## config.mk

```make
export PLATFORM = sky130hd
export DESIGN_NAME = knn_local_sp_streamer_flat
export DESIGN_NICKNAME = d
export VERILOG_FILES = /design/src/rtl/knn_local_sp_streamer_if.sv /design/src/rtl/knn_local_sp_streamer.sv /design/src/flat_wrapper.sv
export SDC_FILE = /design/constraint.sdc
export NUM_CORES = 1
export LEC_CHECK = 0
export BUFFER_PORTS_ARGS = -buffer_cell sky130_fd_sc_hd__buf_2
export CAP_MARGIN = 20
export CORE_AREA = 2 2 316 318
export CTS_BUF_LIST = sky130_fd_sc_hd__clkbuf_8
export DETAILED_ROUTE_END_ITERATION = 8
export DIE_AREA = 0 0 318 320
export PLACE_DENSITY = 0.45
export SYNTH_ARGS = -nofsm -noshare
export SYNTH_HDL_FRONTEND = slang
export SYNTH_SLANG_ARGS = --single-unit
```

## constraint.sdc

```tcl
create_clock -name clk -period 22.2 [get_ports clk]
set_input_delay 4.44 -clock clk [delete_from_list [all_inputs] [get_ports clk]]
set_output_delay 4.44 -clock clk [all_outputs]
set_load 0.01 [all_outputs]
```

## src/rtl/knn_local_sp_streamer_if.sv

```systemverilog
// Handshake and buffer-port bundle for the local search-point streamer.
// The slave side is the streamer itself; the master side drives jobs and owns the buffer.
interface knn_local_sp_streamer_if #(
    parameter int DataWidth    = 256,
    parameter int AddressWidth = 11
);
    logic                    start;
    logic [AddressWidth-1:0] base_addr;
    logic [AddressWidth:0]   count;
    logic                    busy;
    logic                    done;
    logic [AddressWidth-1:0] mem_address0;
    logic                    mem_ce0;
    logic                    mem_we0;
    logic [DataWidth-1:0]    mem_d0;
    logic [DataWidth-1:0]    mem_q0;
    logic [DataWidth-1:0]    out_data;
    logic                    out_valid;
    logic                    out_ready;
    logic                    out_last;

    modport slave (
        input  start, base_addr, count, mem_q0, out_ready,
        output busy, done, mem_address0, mem_ce0, mem_we0, mem_d0,
        output out_data, out_valid, out_last
    );

    modport master (
        output start, base_addr, count, mem_q0, out_ready,
        input  busy, done, mem_address0, mem_ce0, mem_we0, mem_d0,
        input  out_data, out_valid, out_last
    );
endinterface

```

## src/rtl/knn_local_sp_streamer.sv

```systemverilog
// Streams count words from the local search-point buffer, starting at base_addr,
// through a 2-entry skid FIFO onto a valid/ready output with a last-beat marker.
module knn_local_sp_streamer #(
    parameter int DataWidth    = 256,
    parameter int AddressWidth = 11,
    parameter int AddressRange = 2048
) (
    input logic                     clk,
    input logic                     reset,
    knn_local_sp_streamer_if.slave  io
);
    typedef enum logic [1:0] {
        IDLE,
        RUN,
        DRAIN
    } state_t;

    localparam logic [AddressWidth-1:0] LastAddr = AddressWidth'(AddressRange - 1);
    localparam logic [AddressWidth:0]   OneLeft  = (AddressWidth + 1)'(1);

    state_t                  state_q, state_d;
    logic [AddressWidth-1:0] addr_q, addr_d;
    logic [AddressWidth:0]   left_q, left_d;
    logic                    inflight_q, inflight_d;
    logic                    infl_last_q, infl_last_d;
    logic [DataWidth-1:0]    fdata_q [2];
    logic [DataWidth-1:0]    fdata_d [2];
    logic [1:0]              flast_q, flast_d;
    logic                    rd_ptr_q, rd_ptr_d;
    logic                    wr_ptr_q, wr_ptr_d;
    logic [1:0]              fcnt_q, fcnt_d;
    logic                    done_q, done_d;
    logic                    pop;
    logic                    issue;

    // A beat leaves when the head is valid and downstream takes it.
    assign pop   = (fcnt_q != 2'd0) && io.out_ready;
    // Reads are credit-limited so the FIFO plus the in-flight read never exceed two words.
    assign issue = (state_q == RUN) && (left_q != '0) &&
                   (((fcnt_q + {1'b0, inflight_q}) < 2'd2) || pop);

    assign io.busy         = (state_q != IDLE);
    assign io.done         = done_q;
    assign io.mem_ce0      = issue;
    assign io.mem_address0 = addr_q;
    assign io.mem_we0      = 1'b0;
    assign io.mem_d0       = '0;
    assign io.out_valid    = (fcnt_q != 2'd0);
    assign io.out_data     = fdata_q[rd_ptr_q];
    assign io.out_last     = (fcnt_q != 2'd0) && flast_q[rd_ptr_q];

    // Next-state: job control, address walk, read tracking and FIFO bookkeeping.
    always_comb begin
        state_d     = state_q;
        addr_d      = addr_q;
        left_d      = left_q;
        fdata_d     = fdata_q;
        flast_d     = flast_q;
        rd_ptr_d    = rd_ptr_q;
        wr_ptr_d    = wr_ptr_q;
        done_d      = 1'b0;
        inflight_d  = issue;
        infl_last_d = issue && (left_q == OneLeft);
        fcnt_d      = fcnt_q + {1'b0, inflight_q} - {1'b0, pop};

        if (issue) begin
            addr_d = (addr_q == LastAddr) ? '0 : addr_q + 1'b1;
            left_d = left_q - OneLeft;
        end
        if (pop) begin
            rd_ptr_d = ~rd_ptr_q;
        end
        if (inflight_q) begin
            fdata_d[wr_ptr_q] = io.mem_q0;
            flast_d[wr_ptr_q] = infl_last_q;
            wr_ptr_d          = ~wr_ptr_q;
        end

        unique case (state_q)
            IDLE: begin
                if (io.start) begin
                    if (io.count == '0) begin
                        done_d = 1'b1;
                    end else begin
                        state_d = RUN;
                        addr_d  = io.base_addr;
                        left_d  = io.count;
                    end
                end
            end
            RUN: begin
                if (issue && (left_q == OneLeft)) begin
                    state_d = DRAIN;
                end
            end
            DRAIN: begin
                if (pop && flast_q[rd_ptr_q]) begin
                    state_d = IDLE;
                    done_d  = 1'b1;
                end
            end
            default: state_d = IDLE;
        endcase
    end

    // State registers; reset abandons any job and drops in-flight data.
    always_ff @(posedge clk or posedge reset) begin
        if (reset) begin
            state_q     <= IDLE;
            addr_q      <= '0;
            left_q      <= '0;
            inflight_q  <= 1'b0;
            infl_last_q <= 1'b0;
            fdata_q[0]  <= '0;
            fdata_q[1]  <= '0;
            flast_q     <= '0;
            rd_ptr_q    <= 1'b0;
            wr_ptr_q    <= 1'b0;
            fcnt_q      <= '0;
            done_q      <= 1'b0;
        end else begin
            state_q     <= state_d;
            addr_q      <= addr_d;
            left_q      <= left_d;
            inflight_q  <= inflight_d;
            infl_last_q <= infl_last_d;
            fdata_q     <= fdata_d;
            flast_q     <= flast_d;
            rd_ptr_q    <= rd_ptr_d;
            wr_ptr_q    <= wr_ptr_d;
            fcnt_q      <= fcnt_d;
            done_q      <= done_d;
        end
    end
endmodule

```

## src/flat_wrapper.sv

```systemverilog
// flat-port wrapper written by rule: the top's interface ports become plain ports
module knn_local_sp_streamer_flat 
#(
    parameter int DataWidth    = 256,
    parameter int AddressWidth = 11,
    parameter int AddressRange = 2048
)
  (clk, reset, io_start, io_base_addr, io_count, io_mem_q0, io_out_ready, io_busy, io_done, io_mem_address0, io_mem_ce0, io_mem_we0, io_mem_d0, io_out_data, io_out_valid, io_out_last);
  knn_local_sp_streamer_if #(.DataWidth(DataWidth), .AddressWidth(AddressWidth)) io_i ();
  input logic clk;
  input logic reset;
  input wire logic [$bits(io_i.start)-1:0] io_start;
  input wire logic [$bits(io_i.base_addr)-1:0] io_base_addr;
  input wire logic [$bits(io_i.count)-1:0] io_count;
  input wire logic [$bits(io_i.mem_q0)-1:0] io_mem_q0;
  input wire logic [$bits(io_i.out_ready)-1:0] io_out_ready;
  output wire logic [$bits(io_i.busy)-1:0] io_busy;
  output wire logic [$bits(io_i.done)-1:0] io_done;
  output wire logic [$bits(io_i.mem_address0)-1:0] io_mem_address0;
  output wire logic [$bits(io_i.mem_ce0)-1:0] io_mem_ce0;
  output wire logic [$bits(io_i.mem_we0)-1:0] io_mem_we0;
  output wire logic [$bits(io_i.mem_d0)-1:0] io_mem_d0;
  output wire logic [$bits(io_i.out_data)-1:0] io_out_data;
  output wire logic [$bits(io_i.out_valid)-1:0] io_out_valid;
  output wire logic [$bits(io_i.out_last)-1:0] io_out_last;
  assign io_i.start = io_start;
  assign io_i.base_addr = io_base_addr;
  assign io_i.count = io_count;
  assign io_i.mem_q0 = io_mem_q0;
  assign io_i.out_ready = io_out_ready;
  assign io_busy = io_i.busy;
  assign io_done = io_i.done;
  assign io_mem_address0 = io_i.mem_address0;
  assign io_mem_ce0 = io_i.mem_ce0;
  assign io_mem_we0 = io_i.mem_we0;
  assign io_mem_d0 = io_i.mem_d0;
  assign io_out_data = io_i.out_data;
  assign io_out_valid = io_i.out_valid;
  assign io_out_last = io_i.out_last;
  knn_local_sp_streamer #(.DataWidth(DataWidth), .AddressWidth(AddressWidth), .AddressRange(AddressRange)) u_core (.clk(clk), .reset(reset), .io(io_i));
endmodule
```

# == Word-level counts from Yosys, hierarchy flattened ==
# Cells that the tools add are included.
# word_totals
memories,0
latch_bits,0
output_inout_bits,529
mem_bits_ro,0
word_cells,79
reg_bits,546
inputBits,283
mem_bits_rw,0
# op_classes
n_eq_ne,8
mul,0
n_addsub,4
order_cmp,7
shifts,0
n_bitwise,4
n_mux,29
n_div,0
reduce_logical,15
# ops
cell,count
256-bit 2-to-1 mux,4
512-bit bitwise mux,1
256-bit demux with 1-bit select,1
11-bit 2-to-1 mux,5
12-bit 2-to-1 mux,4
12-bit by 1-bit == test with 1-bit output (second input constant),1
12-bit logical NOT,1
12-bit nonzero test,1
12-bit by 1-bit subtractor with 12-bit output (second input constant),1
11-bit by 1-bit adder with 11-bit output (second input constant),1
11-bit == test (second input constant),1
1-bit logical AND,8
2-bit 2-to-1 mux,4
1-bit 2-to-1 mux,6
2-bit one-hot mux with 3 select lines,1
2-bit greater-or-equal comparator (second input constant),2
1-bit by 2-bit less-than comparator with 1-bit output (second input constant),2
2-bit by 1-bit != test with 1-bit output (second input constant),2
2-bit != test (second input constant),2
1-bit inverter with 2-bit output,2
4-bit AND reduction,1
2-bit nonzero test,2
2-bit by 1-bit adder with 2-bit output,1
2-bit bitwise mux,1
other kinds (11),12

# == Depth between registers and ports, before layout ==
# depth
ltp_word,8
depth_mapped,9
mapped_depth_nobuf,8

# == Worst setup path after synthesis ==
# OpenSTA, ideal clock, no wires.
# synth_timing
path_kind,input-to-output
from,input io_out_ready
to,output io_mem_ce0
arrival_time_ps,4937
stages,4
setup_slack_ps,12823
n_path_buf,1
required_ps,17760
cell_sequence,o211a_1 nand2_1 buf_6 inv_2
# synth_via
elab_chain_cells,3
# synth_lines
item,line,rtl
from (decl),flat_wrapper.sv:16,input wire logic [$bits(io_i.out_ready)-1:0] io_out_ready;
1-bit logical AND,knn_local_sp_streamer.sv:37,assign pop = (fcnt_q != 2'd0) && io.out_ready;
1-bit logical OR,knn_local_sp_streamer.sv:40,"(((fcnt_q + {1'b0, inflight_q}) < 2'd2) || pop);"
1-bit logical AND,knn_local_sp_streamer.sv:39,assign issue = (state_q == RUN) && (left_q != '0) &&
to (decl),flat_wrapper.sv:20,output wire logic [$bits(io_i.mem_ce0)-1:0] io_mem_ce0;
# No other way between the ends.

# == Worst setup path in the final report ==
# Same ends and word-level chain as after synthesis.

==> metrics.txt <==
overflow left after global routing=0; Reg2Reg Depth=3; PD cells=89.7 nW/µm²; vias in the first global route=17.1k; drt wl/cell=17.7 µm; critical path launch point type=input pin; Worst R2R Start=u_core.inflight_q; worst vdd rail ir drop=0.0829 mV; RR Endpoint=u_core.fdata_q[191]; final worst slack=12280 ps; CP max-delay cell=nand2_1; dpl cells=3597; H-tree level count=3; die area=102000 µm²; # port buffers=554; Final Hold Fails=0; worst slack, placed=12280 ps; R2R Setup Slk=19390 ps; ys async rst share=100%; RSZ-0062 raised after global routing=no; Layout area overhead=20.5%; Synth Area per Inst=14.1 µm²; final slew viol count=0; # clock sinks=546; initial antenna violation count=19; Post-Syn Instances=1836; Crit. End Element=primary output; Non-Filler Instances=3795; Initial Util=26.3%; most frequent cells in the layout=771 x mux2_2, 554 x buf_2, 545 x dfrtp_1, 257 x conb_1, 127 x clkbuf_8; Setup TNS=0 ps; CP required=17760 ps; hold path endpoint=u_core.io.done; Nets=2703; Remaining DRCs=0; Die Wd=318 µm; Clock Pin Slew Worst Setup and Hold Paths=60 ps; Core Region=98000 µm²; 1st-iter DRT viols=436; Post-DRT Antenna Nets=0; largest net degree at the start of global routing=131; worst skew pair latency=720 ps; Synth Flop Type=dfrtp_1; worst slew pin tran=1240 ps; DR vias/cell=4.18; Leak Pwr=14.4 nW; max-cap violation count=0; Yosys cell types=50; Seq/Total Area, Yosys=52.9%; critical path peak fanout=11; critical path type=input pin to primary output; first-pass GRT wire length=101 mm; CP most frequent cell=buf_2; Post-synth EDFFs=0; worst-case clock buffer depth=3; status=completed; Hold WC Path Type=flop to flop; clock period minus worst slack=9920 ps; share of cells above drive strength 1=60.2%; Layout fillers=9962; Tcrit/Tclk final=44.7%; number of buffers created by CTS=102; CP Cell Sequence=buf_2 -> o211a_1 -> nand2_1 -> inv_2 -> buf_2; Max Freq=0.101 GHz; I/O Pins=812; GRT Util Overall=12.8%; hold path depth=1; most common cell after layout, fill and taps aside=mux2_2; Slew headroom=17.7%; Post-Syn Area=25800 µm²; via count=15.9k; Rows=115; Seq cells post-synth=546; Syn. warnings=0; final wirelength=67.0 mm; Setup Buffers After CTS=0; Post-CTS Hold Fix Bufs=0; CP peak stage delay=300 ps; CTS tree=done; Worst Clk Skew=23.5 ps; DP Wirelength=45.7 mm; hold path start=u_core.state_q[0]; crit path DAT=5480 ps; PostCTS Resize Cnt=0; Root Buffer=clkbuf_8; drt pass-1 iters=4; Chip Height=320 µm; final setup vio count=0; GPL Wtd Cong=0.753
## area by class of cell
| type | count | area [µm²] | area share, % |
|---|---|---|---|
| Antenna cell | 14 | 35.0 | 0.113 |
| Timing Repair Buffer | 569 | 2940 | 9.47 |
| Multi-Input combinational cell | 1185 | 10700 | 34.4 |
| Inverter | 11 | 48.8 | 0.157 |
| Clock buffer | 127 | 1750 | 5.62 |
| Tap cell | 1287 | 1610 | 5.18 |
| Clock inverter | 56 | 345 | 1.11 |
| Sequential cell | 546 | 13700 | 44.0 |
## worst max path at each step
stage	from	endpoint	slack (ps)	depth (start not counted)
final	io_out_ready	io_mem_ce0	12280	5
after global routing	io_out_ready	io_mem_ce0	12190	5
after CTS	io_out_ready	io_mem_ce0	12280	5
after detailed placement	io_out_ready	io_mem_ce0	12280	5
after global placement	io_out_ready	io_mem_ce0	12320	5
after floorplan	reset	u_core.fcnt_q[0]	2500	1
## critical path, delay by kind of cell
family / cells / cell delay (ps)
buffers and inverters: 3 / 480
AND/OR/NAND/NOR: 1 / 300
AO/OA/AOI/OAI: 1 / 260
## stage by stage
step	power [mW]	hold slack [ps]	utilization, %	instance area (µm²)
3_5_place_dp	1.83	459	29.5	28900
3_3_place_gp	1.82	455	29.5	28900
5_1_grt	2.94	505	31.7	31100
4_1_cts	2.85	479	31.7	31000
2_1_floorplan	1.58	437	-	26800
6_report	2.79	485	31.7	31100
## routing by layer
layer | vias up | track usage [%] | part of all wire [%]
met5 | - | 0 | 0.11
met3 | 148 | 4.07 | 6.5
met2 | 531 | 22.9 | 53
li1 | 7120 | - | -
met4 | 14 | 5.71 | 3.4
met1 | 8059 | 13.6 | 37
## cell usage after synthesis, types with 2 or more instances
master | instances | area, µm²
o21ai_0 | 13 | 65.1
and2_1 | 2 | 12.5
nor4_2 | 4 | 50.1
nor3_1 | 2 | 10.0
nor4b_1 | 2 | 17.5
nor2_1 | 24 | 90.1
nand3_1 | 9 | 45.0
o21ai_1 | 6 | 30.0
nand2b_1 | 2 | 12.5
a211oi_1 | 2 | 15.0
xnor2_1 | 12 | 105
a31oi_1 | 4 | 25.0
buf_6 | 2 | 22.5
nor2b_1 | 2 | 12.5
nor4_1 | 7 | 43.8
o41ai_1 | 2 | 17.5
o211ai_1 | 3 | 22.5
clkbuf_1 | 13 | 48.8
ha_1 | 5 | 62.6
o31a_1 | 2 | 17.5
buf_4 | 257 | 1930
buf_1 | 4 | 15.0
mux2_2 | 771 | 8680
or3_1 | 2 | 12.5
dfrtp_1 | 546 | 13700
and3_1 | 3 | 18.8
nor3_2 | 2 | 20.0
inv_1 | 10 | 37.5
nand3b_1 | 2 | 15.0
nand2_1 | 22 | 82.6
nand4_1 | 2 | 12.5
buf_2 | 74 | 370
a21oi_1 | 6 | 30.0
## flip-flops by register name, indices dropped and copies added, names as in the netlist
name and count:
u_core.fdata_q 512, u_core.left_q 12, u_core.io.mem_address0 11, u_core.fcnt_q 2
u_core.flast_q 2, u_core.state_q 2, u_core.infl_last_q 1, u_core.inflight_q 1
u_core.io.done 1, u_core.rd_ptr_q 1, u_core.wr_ptr_q 1
## where the power goes
part | internal [mW] | switching (mW) | leakage (nW)
clock | 0.558 | 0.434 | 1.22
combinational | 0.340 | 0.360 | 6.71
sequential | 1.05 | 0.0496 | 6.42
total | 1.94 | 0.844 | 14.4
## cell families (layout without fill, tap and decap cells)
| logic type | count (synthesis) | in the layout | share of synthesized area, % |
|---|---|---|---|
| mux | 772 | 772 | 33.7 |
| buf+inv | 361 | 763 | 9.41 |
| fa+ha+maj | 5 | 5 | 0.242 |
| simple gates | 93 | 93 | 2.01 |
| flops | 546 | 546 | 52.9 |
| xor+xnor | 14 | 14 | 0.548 |
| compound gates | 44 | 44 | 1.15 |
| other cells | 1 | 271 | 0.0145 |
Note: power is estimated with default switching activity, not from simulation.
